===== config.mk =====
export PLATFORM = sky130hd
export DESIGN_NAME = fbuf_capture_ctrl
export DESIGN_NICKNAME = d
export VERILOG_FILES = /design/src/rtl/fbuf_capture_ctrl.sv
export SDC_FILE = /design/constraint.sdc
export NUM_CORES = 1
export LEC_CHECK = 0
export CAP_MARGIN = 15
export CORE_ASPECT_RATIO = 1.4
export CORE_MARGIN = 5
export CORE_UTILIZATION = 30
export CTS_CLUSTER_DIAMETER = 100
export DETAILED_ROUTE_END_ITERATION = 10
export GPL_ROUTABILITY_DRIVEN = 0
export PLACE_DENSITY = 0.54
export SYNTH_ARGS = -nofsm -noshare
export SYNTH_HDL_FRONTEND = slang
export SYNTH_SLANG_ARGS = --single-unit

===== constraint.sdc =====
create_clock -name i_clk -period 4.7 [get_ports i_clk]
set_input_delay 0.94 -clock i_clk [delete_from_list [all_inputs] [get_ports i_clk]]
set_output_delay 0.94 -clock i_clk [all_outputs]
set_load 0.02 [all_outputs]

===== src/rtl/fbuf_capture_ctrl.sv =====
// Frame-capture sequencer: flush, arm on vsync rise, count one frame of
// framebuffer writes, report completion and sticky capture errors.
module fbuf_capture_ctrl #(
  parameter int FRAME_PIXELS   = 230400,
  parameter int FLUSH_CYCLES   = 4,
  parameter int TIMEOUT_CYCLES = 2000000,
  localparam int PW = $clog2(FRAME_PIXELS + 1)
) (
  input  logic          i_clk,
  input  logic          i_rstn,
  input  logic          i_start,
  input  logic          i_continuous,
  input  logic          i_abort,
  input  logic          i_clr_err,
  input  logic          i_vsync,
  input  logic          i_fbuf_wr,
  output logic          o_flush,
  output logic          o_capture_en,
  output logic          o_busy,
  output logic          o_frame_done,
  output logic [PW-1:0] o_pix_count,
  output logic [7:0]    o_frame_cnt,
  output logic          o_err_short,
  output logic          o_err_overrun,
  output logic          o_err_timeout
);

  localparam int FW = $clog2(FLUSH_CYCLES + 1);
  localparam int TW = $clog2(TIMEOUT_CYCLES + 1);
  localparam logic [FW-1:0] FL_LOAD  = FW'(FLUSH_CYCLES - 1);
  localparam logic [TW-1:0] TO_LOAD  = TW'(TIMEOUT_CYCLES - 1);
  localparam logic [PW-1:0] PIX_LAST = PW'(FRAME_PIXELS - 1);
  localparam logic [PW-1:0] PIX_FULL = PW'(FRAME_PIXELS);

  typedef enum logic [2:0] {
    IDLE, FLUSH, WAIT_VSYNC, CAPTURE, DONE
  } state_t;

  state_t        state_q, state_d;
  logic [FW-1:0] flush_q, flush_d;
  logic [TW-1:0] tmo_q, tmo_d;
  logic [1:0]    age_q, age_d;
  logic [PW-1:0] pix_q, pix_d;
  logic [7:0]    frames_q, frames_d;
  logic          short_q, over_q, tout_q;
  logic          short_d, over_d, tout_d;
  logic          set_short, set_over, set_tout, clr;
  logic          vsync_q, rise;

  assign rise = i_vsync & ~vsync_q;

  always_comb begin
    state_d   = state_q;
    flush_d   = flush_q;
    tmo_d     = tmo_q;
    age_d     = age_q;
    pix_d     = pix_q;
    frames_d  = frames_q;
    set_short = 1'b0;
    set_over  = 1'b0;
    set_tout  = 1'b0;
    clr       = i_clr_err;
    if (i_abort) begin
      state_d = IDLE;
    end else begin
      unique case (state_q)
        IDLE: begin
          set_over = i_fbuf_wr;
          if (i_start | i_continuous) begin
            state_d = FLUSH;
            flush_d = FL_LOAD;
            age_d   = 2'd0;
            clr     = i_clr_err | i_start;
          end
        end
        FLUSH: begin
          // writes still draining out of the pipe are tolerated briefly
          set_over = i_fbuf_wr & (age_q == 2'd2);
          if (age_q != 2'd2) age_d = age_q + 2'd1;
          if (flush_q == '0) begin
            state_d = WAIT_VSYNC;
            tmo_d   = TO_LOAD;
          end else begin
            flush_d = flush_q - FW'(1);
          end
        end
        WAIT_VSYNC: begin
          set_over = i_fbuf_wr;
          if (rise) begin
            state_d = CAPTURE;
            pix_d   = '0;
            tmo_d   = TO_LOAD;
          end else if (tmo_q == '0) begin
            state_d  = IDLE;
            set_tout = 1'b1;
          end else begin
            tmo_d = tmo_q - TW'(1);
          end
        end
        CAPTURE: begin
          // completion beats a coincident vsync edge
          if (i_fbuf_wr && pix_q == PIX_LAST) begin
            state_d  = DONE;
            pix_d    = PIX_FULL;
            frames_d = frames_q + 8'd1;
          end else if (rise) begin
            state_d   = FLUSH;
            flush_d   = FL_LOAD;
            age_d     = 2'd0;
            set_short = 1'b1;
          end else if (i_fbuf_wr) begin
            pix_d = pix_q + PW'(1);
            tmo_d = TO_LOAD;
          end else if (tmo_q == '0) begin
            state_d  = IDLE;
            set_tout = 1'b1;
          end else begin
            tmo_d = tmo_q - TW'(1);
          end
        end
        DONE: begin
          set_over = i_fbuf_wr;
          if (i_continuous) begin
            state_d = WAIT_VSYNC;
            tmo_d   = TO_LOAD;
          end else begin
            state_d = IDLE;
          end
        end
        default: state_d = IDLE;
      endcase
    end
    short_d = set_short | (short_q & ~clr);
    over_d  = set_over  | (over_q  & ~clr);
    tout_d  = set_tout  | (tout_q  & ~clr);
  end

  always_ff @(posedge i_clk) begin
    if (!i_rstn) begin
      state_q  <= IDLE;
      flush_q  <= '0;
      tmo_q    <= '0;
      age_q    <= '0;
      pix_q    <= '0;
      frames_q <= '0;
      short_q  <= 1'b0;
      over_q   <= 1'b0;
      tout_q   <= 1'b0;
      vsync_q  <= 1'b1;
    end else begin
      state_q  <= state_d;
      flush_q  <= flush_d;
      tmo_q    <= tmo_d;
      age_q    <= age_d;
      pix_q    <= pix_d;
      frames_q <= frames_d;
      short_q  <= short_d;
      over_q   <= over_d;
      tout_q   <= tout_d;
      vsync_q  <= i_vsync;
    end
  end

  assign o_flush       = (state_q == FLUSH);
  assign o_capture_en  = (state_q == CAPTURE);
  assign o_busy        = (state_q != IDLE);
  assign o_frame_done  = (state_q == DONE);
  assign o_pix_count   = pix_q;
  assign o_frame_cnt   = frames_q;
  assign o_err_short   = short_q;
  assign o_err_overrun = over_q;
  assign o_err_timeout = tout_q;

endmodule


==> results of run 1 <==
power groups by stage:
stage | clock network, mW | logic, mW | registers, mW
global placement | 0 | 0.202 | 0.539
global route | 0.647 | 0.230 | 0.531
CTS | 0.625 | 0.205 | 0.528
finish | 0.610 | 0.205 | 0.528
floorplan | 0 | 0.150 | 0.534
detailed placement | 0 | 0.204 | 0.539
routing by layer:
layer,global-route usage [%],up-vias,part of all wire [%]
met5,0,-,0
met4,6.45,0,2.8
met3,3.77,23,3.3
met2,28.8,63,53
met1,16.4,1540,41
li1,-,1623,-
worst max-delay path, stage by stage:
cell             delay [ns]
clkdlybuf4s50_1        0.53
or3b_1                 0.41
a211o_1                0.44
o21ai_1                0.76
o211ai_1               0.19
logic make-up (layout without fill, tap and decap cells):
| kind of cell | Yosys count | in the layout | synth area share, % |
|---|---|---|---|
| compound gates | 116 | 116 | 23.5 |
| xor+xnor | 15 | 15 | 4.02 |
| fa+ha+maj | 6 | 6 | 2.30 |
| buf+inv | 32 | 72 | 3.83 |
| flops | 59 | 59 | 36.1 |
| simple gates | 187 | 187 | 30.2 |
sequential cells by signal, summed over array words and instances, names as in the netlist:
| name | cells |
|---|---|
| state_q | 3 |
| tmo_q | 21 |
| vsync_q | 1 |
| age_q | 2 |
| o_err_overrun | 1 |
| o_err_timeout | 1 |
| flush_q | 3 |
| o_err_short | 1 |
| o_frame_cnt | 8 |
| o_pix_count | 18 |
cell usage after synthesis, types with 2 or more instances:
| cell | instances | area (sq um) |
|---|---|---|
| or4_4 | 2 | 22.5 |
| nor3_1 | 22 | 110 |
| xor2_1 | 9 | 78.8 |
| o21ai_1 | 13 | 65.1 |
| nor2b_1 | 2 | 12.5 |
| a21oi_1 | 35 | 175 |
| a311oi_1 | 7 | 61.3 |
| and2_1 | 2 | 12.5 |
| or4_1 | 5 | 37.5 |
| nand2_1 | 35 | 131 |
| nor4_1 | 7 | 43.8 |
| xnor2_1 | 6 | 52.6 |
| buf_2 | 4 | 20.0 |
| a31o_1 | 2 | 17.5 |
| clkbuf_1 | 14 | 52.6 |
| a311o_1 | 2 | 20.0 |
| a21boi_1 | 2 | 15.0 |
| nand4_1 | 9 | 56.3 |
| a31oi_1 | 7 | 43.8 |
| and3_1 | 6 | 37.5 |
| o21ai_0 | 11 | 55.1 |
| o211ai_1 | 5 | 37.5 |
| a211oi_1 | 4 | 30.0 |
| or3_1 | 9 | 56.3 |
| inv_1 | 12 | 45.0 |
| nor2_1 | 42 | 158 |
| nand3_1 | 21 | 105 |
| ha_1 | 6 | 75.1 |
| o221a_1 | 3 | 33.8 |
| dfxtp_1 | 59 | 1180 |
| nand3b_1 | 2 | 15.0 |
| a21o_1 | 2 | 15.0 |
| or2_2 | 2 | 12.5 |
| nor4b_1 | 3 | 26.3 |
| nand2b_1 | 8 | 50.1 |
| a32o_1 | 2 | 20.0 |
| nor3b_1 | 2 | 15.0 |
| o31ai_1 | 4 | 30.0 |
| o21a_1 | 3 | 22.5 |
cell type report:
cell class | count | share of cell area, %
clock buffer | 9 | 5.53
timing repair buffer | 43 | 10.4
tap | 141 | 4.33
inverter | 13 | 1.20
sequential | 59 | 29.0
multi-input combinational | 324 | 48.2
clock inverter | 7 | 1.29
stage by stage:
stage          setup WS [ns]  utilization [%]  area [sq um]  power (mW)
2_1_floorplan           2.11                -          3270       0.684
3_3_place_gp            1.29             35.3          3790       0.740
3_5_place_dp            1.24             35.3          3790       0.743
4_1_cts                 1.61             37.8          4070        1.36
5_1_grt                 1.39             37.8          4070        1.41
6_report                1.60             37.8          4070        1.34
worst max-delay path by stage:
| stage | from | end | slack, ns |
|---|---|---|---|
| floorplan | i_vsync | o_pix_count[4]$_SDFFE_PN0P_ | 2.11 |
| global placement | i_vsync | o_pix_count[11]$_SDFFE_PN0P_ | 1.29 |
| detailed placement | i_vsync | o_pix_count[11]$_SDFFE_PN0P_ | 1.24 |
| CTS | i_vsync | o_pix_count[11]$_SDFFE_PN0P_ | 1.61 |
| global route | i_vsync | tmo_q[11]$_SDFFE_PN0P_ | 1.39 |
| finish | i_vsync | o_pix_count[11]$_SDFFE_PN0P_ | 1.60 |
==> metrics.md, run 1 <==
| Metric | Value |
|---|---|
| Outcome | finished, final reports clean |
| Commonest non-fill, non-tap cell in the layout | dfxtp_1 |
| DR DRC count | 0 |
| Core Footprint | 10,800 sq um |
| Synth warn | 0 |
| CP Data Required Time | 4.88 ns |
| # diodes | 0 |
| Worst r2r path cells | 5 |
| H-tree levels | 3 |
| Async set-reset flop share out of synthesis | 0% |
| P_leak | 1.37 nW |
| FF+latch count, synth | 59 |
| Layout cells sized above 1 | 6.59% |
| ANT nets after route | 0 |
| Maxcap violations | 0 |
| P_sw | 399 uW |
| Worst IR Drop VDD | 0.203 mV |
| Startpoint Class | input pin |
| Switching share of power | 29.7% |
| Ports | 41 |
| Avg Cell Area, Syn | 7.88 sq um |
| P&R area growth vs syn | 24.5% |
| Power share of the clock group | 45.4% |
| Post-Layout Cell Count | 596 |
| Placed cell count | 580 |
| Clock Tree Buf Depth | 2 |
| First-pass GRT wire length | 16,400 um |
| Vias in the first global route | 3,232 |
| Final WL | 10000 um |
| DRT iter0 DRCs | 171 |
| TritonCTS clock tree | yes |
| Clk_lat worst skew | 0.33 ns |
| DR vias | 3,249 |
| Clock skew | 0.00605 ns |
| Final TNS setup | 0 ns |
| Chip height | 134 um |
| Mapped Cells | 415 |
| Relative slew slack | 36.9% |
| Final nets | 464 |
| Top FF cell, synth | dfxtp_1 |
| Pre-antenna DRT Iters | 4 |
| Fmax | 323 MHz |
| Sequential power share | 39.3% |
| Setup Crit Path Kind | input pin to flop |
| Hold path startpoint | age_q[0]$_SDFFE_PN0P_ |
| Initial antenna violation count | 0 |
| Internal | 944 uW |
| Area of the multi-input gates | 1960 sq um |
| Synthesized cell area | 3270 sq um |
| Max-slew violation count | 0 |
| Most frequent cells in the layout | dfxtp_1, nor2_1, clkdlybuf4s50_1 |
| Final Hold Fails | 0 |
| Grt ovf | 0 |
| R2r setup slk | 2.00 ns |
| Final Cycle Share | 65.9% |
| Starting Density | 30.4% |
| Library cells used by synthesis | 63 |
| Postcts setup bufs | 0 |
| RSZ-0062 raised after global routing | false |
| Crit path capture type | flop |
| Reg2Reg Capture Point | o_pix_count[11]$_SDFFE_PN0P_ |
| Total GRT Usage | 15.5% |
| PortBufs | 40 |
| Die area | 13,100 sq um |
| Hold Path End | age_q[0]$_SDFFE_PN0P_ |
| R2R Path Start | o_pix_count[10]$_SDFFE_PN0P_ |
| Worst hold path type | flop to flop |
| DIE WIDTH | 98.2 um |
| Crit path time final | 3.10 ns |
| Vias per cell | 5.45 |
| Power per cell area | 330 nW/um^2 |
| # setup viols final | 0 |
| Actual slew at the worst max-slew pin | 0.943 ns |
| Number of clock sinks | 59 |
| Clock root buffer | clkbuf_16 |
| Combinational power share | 15.2% |
| Routed WL per cell | 16.8 um |
| Core Rows | 45 |
| Fin Hold WS | 0.472 ns |
| Post_cts resized | 0 |
| Post-synth EDFFs | 0 |
| Pin count of the biggest net entering global routing | 31 |
| Syn Nets | 429 |
| Hold depth | 2 |
| Critical Path AT | 3.27 ns |
| Hold buffers post-CTS | 0 |
| Reg clk slew, reported paths | 0.05 ns |
| TritonCTS buffer count | 9 |
| Seq/Total Area, Yosys | 36.1% |
| CP max FO | 12 |
| Fillers | 1,106 |
| DPL Wire Length | 7390 um |
| FF+latch area | 1180 sq um |
(Power assumes the default switching activity.)
==> inputs of run 2 (changes only) <==
==> constraint.sdc (replaced) <==
create_clock -name i_clk -period 3.2 [get_ports i_clk]
set_input_delay 0.64 -clock i_clk [delete_from_list [all_inputs] [get_ports i_clk]]
set_output_delay 0.64 -clock i_clk [all_outputs]
set_load 0.02 [all_outputs]
==> run 2 against run 1 <==
Against the previous run:
- design area rose by 2.7%
- global-route usage fell by 0.74 points
- hold slack got worse by 0.010 ns
- routed wire length fell by 3.4%
- largest cell class unchanged
- clock-buffer cell count rose by 3
- critical path depth fell by 2
- non-clock buffer count rose by 8
- first-iteration DRC count rose by 19%
- flip-flop and latch count did not move
==> metrics.md, run 2 (same netlist as run 1, synthesis figures left out) <==
| Metric | Value |
|---|---|
| Initial antenna violation count | 0 (unchanged) |
| Actual slew at the worst max-slew pin | 0.771 ns (-0.172 ns) |
| Clock root buffer | clkbuf_16 |
| ANT nets after route | 0 (unchanged) |
| Layout cells sized above 1 | 7.99% (+1.4 points) |
| Dpl cell area | 3850 sq um (+1.6%) |
| DR WL met3 | 408 um (+23%) |
| Hold path startpoint | o_err_overrun$_SDFF_PN0_ |
| Top Metal Used | met4 |
| Final instance area | 4180 sq um (+2.7%) |
| First-pass GRT wire length | 15,700 um (-4.4%) |
| DRT iter0 DRCs | 203 (+19%) |
| Worst hold path type | flop to flop |
| Final TNS setup | 0 ns (unchanged) |
| M1 WL | 4140 um (+1.8%) |
| Core Footprint | 10,800 sq um (unchanged) |
| Commonest non-fill, non-tap cell in the layout | dfxtp_1 |
| Grt ovf | 0 (unchanged) |
| Reg clk slew, reported paths | 0.06 ns (about the same) |
| Chip height | 134 um (unchanged) |
| Core Rows | 45 (unchanged) |
| Clock skew | 0.00919 ns (+0.00313 ns) |
| Final nets | 472 (+1.7%) |
| Number of clock sinks | 59 (unchanged) |
| Startpoint Class | flop |
| PortBufs | 40 (unchanged) |
| Vias in the first global route | 3,201 (-0.96%) |
| Most frequent cells in the layout | dfxtp_1, nor2_1, clkdlybuf4s50_1 |
| TritonCTS clock tree | yes |
| Max reg flops | 21 (unchanged) |
| Power per cell area | 516 nW/um^2 (+57%) |
| Vias per cell | 5.55 (+1.8%) |
| Routed WL per cell | 16.0 um (-4.6%) |
| Postcts setup bufs | 0 (unchanged) |
| Fmax | 370 MHz |
| Relative slew slack | 48.1% (+11 points) |
| P&R area growth vs syn | 27.9% |
| Crit path cell chain | nand3b_1 -> inv_1 -> clkdlybuf4s50_1 |
| Crit path time final | 2.70 ns |
| DR DRC count | 0 (unchanged) |
| DPL Wire Length | 7030 um (-4.9%) |
| Max-slew violation count | 0 (unchanged) |
| Fillers | 1,098 (-0.72%) |
| H-tree levels | 3 (unchanged) |
| Critical path's largest stage delay | 0.64 ns (-0.12 ns) |
| RSZ-0062 raised after global routing | false |
| Crit path from | state_q[0]$_SDFFE_PP0P_ |
| Fin Hold WS | 0.462 ns (-0.00998 ns) |
| Post_cts resized | 0 (unchanged) |
| Setup Crit Path Kind | flop to output pin |
| # diodes | 0 (unchanged) |
| Clk_lat worst skew | 0.34 ns (about the same) |
| DR vias | 3,352 (+3.2%) |
| Die area | 13,100 sq um (unchanged) |
| R2R Path Start | o_pix_count[10]$_SDFFE_PN0P_ |
| Total GRT Usage | 14.7% (-0.74 points) |
| Worst IR Drop VDD | 0.301 mV (+49%) |
| P_leak | 1.44 nW (+5.4%) |
| TritonCTS buffer count | 9 (unchanged) |
| Top reg by flops | tmo_q |
| DIE WIDTH | 98.2 um (unchanged) |
| Hold buffers post-CTS | 0 (unchanged) |
| Pin count of the biggest net entering global routing | 27 (-13%) |
| Ports | 41 (unchanged) |
| Final WL | 9660 um (-3.4%) |
| Critical Path AT | 2.06 ns (-1.21 ns) |
| Clock Tree Buf Depth | 2 (unchanged) |
| Starting Density | 30.4% (unchanged) |
| CP max-delay cell | clkdlybuf4s50_1 |
| Final Hold Fails | 0 (unchanged) |
| Pre-antenna DRT Iters | 4 (unchanged) |
| Crit path capture type | output pin |
| Maxcap violations | 0 (unchanged) |
| Wire length on met2 | 4750 um (-11%) |
| # setup viols final | 0 (unchanged) |
| CP Data Required Time | 2.56 ns (-2.32 ns) |
| CP max FO | 13 (+1) |
| Final Cycle Share | 84.4% |
| Outcome | finished, final reports clean |
## run 2: cell count changes in the layout (fill, tap and decap cells not counted), sizes merged
cell / before / now
buf: 3 / 11
clkbuf: 9 / 12
clkinvlp: 4 / 1
inv: 15 / 13
bufinv: 0 / 2
## run 2: power breakdown
| group | total [mW] | internal [mW] | switching [mW] |
|---|---|---|---|
| Sequential | 0.776 | 0.754 | 0.0220 |
| Combinational | 0.307 | 0.111 | 0.196 |
| Clock | 1.08 | 0.723 | 0.354 |
| Total | 2.16 | 1.59 | 0.572 |
## run 2: final cells by class
| type | count | area, sq um | share of cell area [%] |
|---|---|---|---|
| multi-input cells | 324 | 1960 | 46.9 |
| clock inverters | 4 | 72.6 | 1.74 |
| clock buffers | 12 | 256 | 6.13 |
| flip-flops and latches | 59 | 1180 | 28.2 |
| inverters | 13 | 48.8 | 1.17 |
| well taps | 141 | 176 | 4.22 |
| repair buffers | 51 | 483 | 11.5 |
## run 2: final timing paths
kind | end | slack [ns] | cells after the start
worst max register to register | tmo_q[8]$_SDFFE_PN0P_ | 0.57 | 6
worst min-delay path | o_err_overrun$_SDFF_PN0_ | 0.46 | 2
worst min register to register | o_err_overrun$_SDFF_PN0_ | 0.46 | 2
worst max-delay path | o_capture_en | 0.50 | 3
## run 2: stage by stage
step	setup slack [ns]	utilization [%]	total power, mW	cells
2_1_floorplan	0.911	-	1.00	415
3_3_place_gp	0.279	35.8	1.09	588
3_5_place_dp	0.190	35.8	1.09	588
4_1_cts	0.508	38.9	2.17	604
5_1_grt	0.353	38.9	2.25	604
6_report	0.498	38.9	2.16	604
## run 2: metal layers
layer / track usage (%) / up-vias
li1: - / 1641
met5: 0 / -
met1: 16.4 / 1596
met3: 3.77 / 28
met2: 25.2 / 87
met4: 8.43 / 0
## run 2: critical path, delay by kind of cell (launching register included)
family | cells | cell delay [ns]
AND/OR/NAND/NOR | 1 | 0.28
flip-flops | 1 | 0.58
buffers and inverters | 2 | 0.87
